<file path="src/rtl/if_stage_unit.sv">
// Fetch stage: owns the PC driving instruction memory and the IF/ID pipeline register.
// Sequences the post-reset boot window, sequential fetch, stall, redirect and end of program.
module if_stage_unit #(
  parameter logic [31:0] RESET_PC    = 32'h0000_0000,
  parameter int unsigned IMEM_DEPTH  = 50,
  parameter int unsigned BOOT_CYCLES = 2
) (
  input  logic        clk_i,
  input  logic        rst_ni,
  input  logic        stall_i,
  input  logic        branch_taken_i,
  input  logic [31:0] branch_target_i,
  input  logic        jump_i,
  input  logic [25:0] jump_index_i,
  input  logic [31:0] instr_in_i,
  output logic [31:0] addr_pc_o,
  output logic [31:0] instr_id_o,
  output logic [31:0] pc_id_o,
  output logic [31:0] pc_plus4_id_o,
  output logic        valid_id_o,
  output logic        redirect_o,
  output logic        fetch_done_o
);

  typedef enum logic [1:0] {
    StBoot = 2'd0,
    StRun  = 2'd1,
    StDone = 2'd2
  } state_e;

  localparam logic [3:0]  BootLast = 4'(BOOT_CYCLES - 1);
  localparam logic [31:0] DepthW   = 32'(IMEM_DEPTH);

  state_e      state_q, state_d;
  logic [3:0]  cnt_q, cnt_d;
  logic [31:0] pc_q, pc_d;
  logic [31:0] instr_id_q, instr_id_d;
  logic [31:0] pc_id_q, pc_id_d;
  logic [31:0] pc_plus4_id_q, pc_plus4_id_d;
  logic        valid_id_q, valid_id_d;
  logic        redirect_q, redirect_d;

  logic        redir_req;
  logic [31:0] redir_pc;
  logic        out_of_range;
  logic        unused_target_bits;

  // Branch resolves in EX and is older than the jump in ID, so it wins.
  assign redir_req    = branch_taken_i | jump_i;
  assign redir_pc     = branch_taken_i ? {branch_target_i[31:2], 2'b00}
                                       : {pc_plus4_id_q[31:28], jump_index_i, 2'b00};
  assign out_of_range = ({2'b00, pc_q[31:2]} >= DepthW);

  assign unused_target_bits = ^branch_target_i[1:0];

  always_comb begin
    state_d       = state_q;
    cnt_d         = cnt_q;
    pc_d          = pc_q;
    instr_id_d    = instr_id_q;
    pc_id_d       = pc_id_q;
    pc_plus4_id_d = pc_plus4_id_q;
    valid_id_d    = valid_id_q;
    redirect_d    = 1'b0;

    unique case (state_q)
      StBoot: begin
        valid_id_d = 1'b0;
        instr_id_d = '0;
        cnt_d      = cnt_q + 4'd1;
        if (cnt_q == BootLast) begin
          state_d = StRun;
        end
      end

      StRun: begin
        if (redir_req) begin
          pc_d       = redir_pc;
          valid_id_d = 1'b0;
          instr_id_d = '0;
          redirect_d = 1'b1;
        end else if (stall_i) begin
          // Hold PC and IF/ID.
        end else if (out_of_range) begin
          valid_id_d = 1'b0;
          instr_id_d = '0;
          state_d    = StDone;
        end else begin
          instr_id_d    = instr_in_i;
          pc_id_d       = pc_q;
          pc_plus4_id_d = pc_q + 32'd4;
          valid_id_d    = 1'b1;
          pc_d          = pc_q + 32'd4;
        end
      end

      StDone: begin
        valid_id_d = 1'b0;
        instr_id_d = '0;
        if (redir_req) begin
          pc_d       = redir_pc;
          redirect_d = 1'b1;
          state_d    = StRun;
        end
      end

      default: begin
        state_d = StBoot;
      end
    endcase
  end

  always_ff @(posedge clk_i or negedge rst_ni) begin
    if (!rst_ni) begin
      state_q       <= StBoot;
      cnt_q         <= '0;
      pc_q          <= RESET_PC;
      instr_id_q    <= '0;
      pc_id_q       <= '0;
      pc_plus4_id_q <= '0;
      valid_id_q    <= 1'b0;
      redirect_q    <= 1'b0;
    end else begin
      state_q       <= state_d;
      cnt_q         <= cnt_d;
      pc_q          <= pc_d;
      instr_id_q    <= instr_id_d;
      pc_id_q       <= pc_id_d;
      pc_plus4_id_q <= pc_plus4_id_d;
      valid_id_q    <= valid_id_d;
      redirect_q    <= redirect_d;
    end
  end

  assign addr_pc_o     = pc_q;
  assign instr_id_o    = instr_id_q;
  assign pc_id_o       = pc_id_q;
  assign pc_plus4_id_o = pc_plus4_id_q;
  assign valid_id_o    = valid_id_q;
  assign redirect_o    = redirect_q;
  assign fetch_done_o  = (state_q == StDone);

endmodule

</file>
<file path="config.mk">
export PLATFORM = sky130hd
export DESIGN_NAME = if_stage_unit
export DESIGN_NICKNAME = d
export VERILOG_FILES = /design/src/rtl/if_stage_unit.sv
export SDC_FILE = /design/constraint.sdc
export NUM_CORES = 1
export LEC_CHECK = 0
export ABC_AREA = 1
export BUFFER_PORTS_ARGS = -buffer_cell sky130_fd_sc_hd__buf_2
export CORE_MARGIN = 1.5
export CORE_UTILIZATION = 40
export CTS_CLUSTER_DIAMETER = 120
export CTS_CLUSTER_SIZE = 40
export DETAILED_ROUTE_END_ITERATION = 10
export HOLD_SLACK_MARGIN = 0.03
export PLACE_DENSITY = 0.71
export SETUP_SLACK_MARGIN = 0.02
export SYNTH_ARGS = -nofsm -noshare
export SYNTH_HDL_FRONTEND = slang
export SYNTH_SLANG_ARGS = --single-unit
</file>
<file path="constraint.sdc">
create_clock -name clk_i -period 2 [get_ports clk_i]
set_input_delay 0.2 -clock clk_i [delete_from_list [all_inputs] [get_ports clk_i]]
set_output_delay 0.2 -clock clk_i [all_outputs]
set_load 0.005 [all_outputs]
</file>
==> results summary <==
The netlist uses 33 different library cells. Of all nets on the critical path, the largest fanout is 11. The sum of routed wire length over all layers came out at 18.49 mm. The tree is rooted in a sky130_fd_sc_hd__clkbuf_16. The total standard cell area after synthesis is 0.006539 sq mm. The total track usage came out at between 20% and 30%. The die covers roughly 0.017 sq mm. TritonCTS built the clock tree. The depth of the worst register-to-register path is 9. The floorplan step defined a core boundary enclosing 0.01594 sq mm. The share of total power in combinational logic came out at between 30% and 40%.

The clock network accounts for between 30% and 40% of the total power. Post-CTS timing repair inserted 0 buffers for setup. The count of fill cells added during filler insertion is 1520. The pin count of the biggest net entering global routing came out at 73. The layout overhead on the synthesized area is 37.49%. The biggest cell delay along the critical path came out at 370 ps. The static leakage power is 5.297 nW. The post-detailed-placement cell area came out at 0.008090 sq mm. The data required time of the worst path came out at about 2300 ps.

The number of DRC violations after detailed-routing iteration 0 is approximately 360. The total negative setup slack is 0 ps. In this run the power spent charging and discharging nets is 3.679 mW. For the worst-skew pair, the clock arrives at the later sink with an insertion delay of 420 ps.

For this run, the top clock speed supported by timing is ~540 MHz. The net count reported at finish came out at 1249. In the final layout, the multi-input gates occupy 0.002650 sq mm.

The most critical setup path has its endpoint at addr_pc_o[7]. The number of antenna violations at the first check in global routing is 1. The number of buffers on the longest clock path came out at 2. The count of final hold-check violations is 0. After synthesis, the mean cell area works out to 7.464 sq um. Dividing the detail-routed via count by the number of cells gives 4.635. The startpoint identified for the worst register-to-register timing path is addr_pc_o[9]. The slowest stage cell on the critical path is sky130_fd_sc_hd__dfrtp_1.

The share of cells above drive strength 1 came out at a little over a quarter. OpenSTA, run right after detailed placement, puts the worst setup slack at 151.7 ps. The post-detailed-route wirelength per cell came out at 13.44 um.

The final route contains 6378 vias. The internal power of the cells totals ~6.5 mW. The synthesized flop and latch total came out at 130. The final setup skew is 9.476 ps. The run finished with clean final reports. The number of setup violations in the final report is 0. Port buffering added 217 buffers. The effective utilization at floorplan came out at 41.01%. The share of the clock period used by the worst path after layout is 92.56%.

The weighted congestion at the end of routability-driven global placement is between 0.9 and 1. The register-to-register setup slack is 150 ps. Net switching is 36.24% of the power. The critical path endpoint category is a register. The die is 130.9 um wide.

The smallest hold slack came out at between 40 and 50 ps. The sequential cell fraction of total power came out at 32.5%. In this run the vertical extent of the chip is 130.9 um. The max-capacitance violation count is 0. The signal arrival time at the worst endpoint is roughly 2200 ps. The H-tree was split into 4 levels. The ratio of total power to cell area is 1130 mW/mm^2.

The number of clock buffers added by TritonCTS is 17. In the final layout, flip-flops and latches occupy 0.003254 sq mm. The clock slew seen by the registers of the worst setup and hold paths is 60 ps. The minimum period implied by the final worst setup slack came out at 1851 ps. The total count of max-transition violations in the final report came to 0.

The number of remaining DRC errors is 0. The first-pass GRT wire length is 28.90 mm. The residual antenna-violating net count after detailed routing came out at 0. The register area share after synthesis came out at 49.75%. Yosys printed 0 warnings.

The critical path goes through nor2_1 -> nand4_1 -> nor2_4 -> nand3_2 -> nand2_4 -> nand2_2 -> buf_4 -> nand2_1 -> o21ai_0. The clock net sink count came out at 130. The final instance area came out at roughly 0.009 sq mm. The kind of critical path is register to register.

During I/O placement, the number of pins put on the boundary was roughly 230. The critical path startpoint category is a register. The number of detailed-routing iterations run before antenna repair is 6. The placed wire-length estimate came out at 13.27 mm.

The number of cells produced by synthesis came out at 876. The total global routing overflow is 0. Setup repair after global routing left no endpoint under its margin. The worst hold path belongs to the class input pin to register. The smallest setup slack after layout came out at 148.7 ps. Tracing the worst setup path back leads to its startpoint at addr_pc_o[9]. The endpoint identified for the worst register-to-register timing path is addr_pc_o[7]. IR analysis of the VDD net gives a maximum drop of 0.7802 mV. In this run the core area contains 46 standard-cell rows.

The via count of the first global-routing pass came out at 5842.
-- flip-flops by register name, summed over array words and instances (netlist names) --
name,flops
redirect_o,1
pc_id_o,30
pc_plus4_id_o,30
cnt_q,4
state_q,2
addr_pc_o,30
instr_id_o,32
valid_id_o,1
-- logic make-up after synthesis --
family	share of synthesized area, %
buffers and inverters	10.26
AO/OA/AOI/OAI	6.889
XOR/XNOR	1.339
other	0.05735
flip-flops	49.75
adder cells (fa/ha/maj)	1.531
AND/OR/NAND/NOR	30.18
-- worst max-delay path, delay by kind of cell (launching register included) --
| kind | cells | cell delay [ps] |
|---|---|---|
| AO/OA/AOI/OAI | 1 | 80 |
| flip-flops | 1 | 370 |
| AND/OR/NAND/NOR | 7 | 1080 |
| buffers and inverters | 1 | 190 |
-- cells in the final DEF (no fill, tap or decap), drive strengths merged, types with 4 or more instances in the layout --
cell and count:
a21oi 4, buf 257, nand4 15, ha 8, xnor2 4, dfrtp 130, nand3 53, nor2 71
conb 6, dlygate4sd3 26, nand2 337, o21ai 74, clkbuf 18, xor2 6, inv 133
-- cells in the mapped netlist --
cell / instances / area (sq um)
sky130_fd_sc_hd__dfrtp_1: 130 / 3253
sky130_fd_sc_hd__inv_1: 122 / 457.9
sky130_fd_sc_hd__nand3_2: 1 / 10.01
sky130_fd_sc_hd__a21oi_1: 4 / 20.02
sky130_fd_sc_hd__o21bai_2: 1 / 11.26
sky130_fd_sc_hd__conb_1: 1 / 3.750
sky130_fd_sc_hd__a21o_1: 1 / 7.510
sky130_fd_sc_hd__nand3_1: 52 / 260.3
sky130_fd_sc_hd__nor2_1: 69 / 259.0
sky130_fd_sc_hd__nand4_1: 14 / 87.58
sky130_fd_sc_hd__clkbuf_1: 22 / 82.58
sky130_fd_sc_hd__nand2_2: 2 / 12.51
sky130_fd_sc_hd__o21a_1: 1 / 7.510
sky130_fd_sc_hd__o21ai_0: 53 / 265.3
sky130_fd_sc_hd__nor3_1: 3 / 15.01
sky130_fd_sc_hd__buf_2: 2 / 10.01
sky130_fd_sc_hd__inv_2: 2 / 7.510
sky130_fd_sc_hd__o21ai_2: 7 / 61.31
sky130_fd_sc_hd__buf_1: 1 / 3.750
sky130_fd_sc_hd__nand3b_1: 3 / 22.52
sky130_fd_sc_hd__o31ai_1: 1 / 7.510
sky130_fd_sc_hd__nand2_4: 1 / 11.26
sky130_fd_sc_hd__nand4_2: 1 / 12.51
sky130_fd_sc_hd__nor2_4: 2 / 22.52
sky130_fd_sc_hd__o21ai_1: 14 / 70.07
sky130_fd_sc_hd__clkinv_1: 1 / 3.750
sky130_fd_sc_hd__nand2_1: 334 / 1254
sky130_fd_sc_hd__ha_1: 8 / 100.1
sky130_fd_sc_hd__buf_6: 4 / 45.04
sky130_fd_sc_hd__xor2_1: 6 / 52.55
sky130_fd_sc_hd__buf_4: 8 / 60.06
sky130_fd_sc_hd__xnor2_1: 4 / 35.03
sky130_fd_sc_hd__or2_2: 1 / 6.260
-- worst min-delay path by stage --
stage,to,cells past startpoint,start
after global routing,instr_id_o[2],3,instr_in_i[2]
after global placement,instr_id_o[29],1,rst_ni
after floorplan,addr_pc_o[10],0,rst_ni
after CTS,instr_id_o[17],3,instr_in_i[17]
after detailed placement,instr_id_o[14],1,rst_ni
final,instr_id_o[23],3,instr_in_i[23]
-- timing repair --
| action | CTS | global route |
|---|---|---|
| hold endpoints to repair | 74 | 0 |
| endpoints found under the setup margin | 0 | 10 |
| gates resized for setup | 0 | 6 |
| hold buffers | 26 | 0 |
-- final cells by class --
type | instances | share of cell area (%)
Antenna cell | 1 | 0.02784
Clock buffer | 18 | 4.885
Clock inverter | 14 | 2.102
Inverter | 125 | 5.219
Multi-Input combinational cell | 589 | 29.48
Sequential cell | 130 | 36.20
Tap cell | 216 | 3.006
Timing Repair Buffer | 283 | 19.08
-- per-layer routing --
layer | part of all wire, % | wire, um | up-vias | global-route usage, %
met2 | 48 | 8904 | 245 | 37.89
met4 | 1.4 | 259 | 0 | 7.369
met3 | 7.4 | 1364 | 18 | 6.230
met5 | 0 | 0 | - | 0
met1 | 43 | 7959 | 2892 | 26.61
li1 | - | - | 3223 | -
-- metrics by stage --
step	power, mW	std cells	util (%)
after detailed placement	6.833	1317	50.75
after global placement	6.748	1317	50.75
after floorplan	5.398	881	-
after CTS	10.22	1375	56.32
after global routing	10.84	1375	56.37
final	10.15	1376	56.39
-- power by group through the flow --
stage          Clock [mW]  Combinational, mW  Sequential, mW
2_1_floorplan           0               1.89            3.51
4_1_cts              3.38               3.54            3.30
6_report             3.31               3.54            3.30
3_5_place_dp            0               3.49            3.35
5_1_grt              3.49               3.98            3.36
3_3_place_gp            0               3.41            3.34
Note: power is estimated with default switching activity, not from simulation.
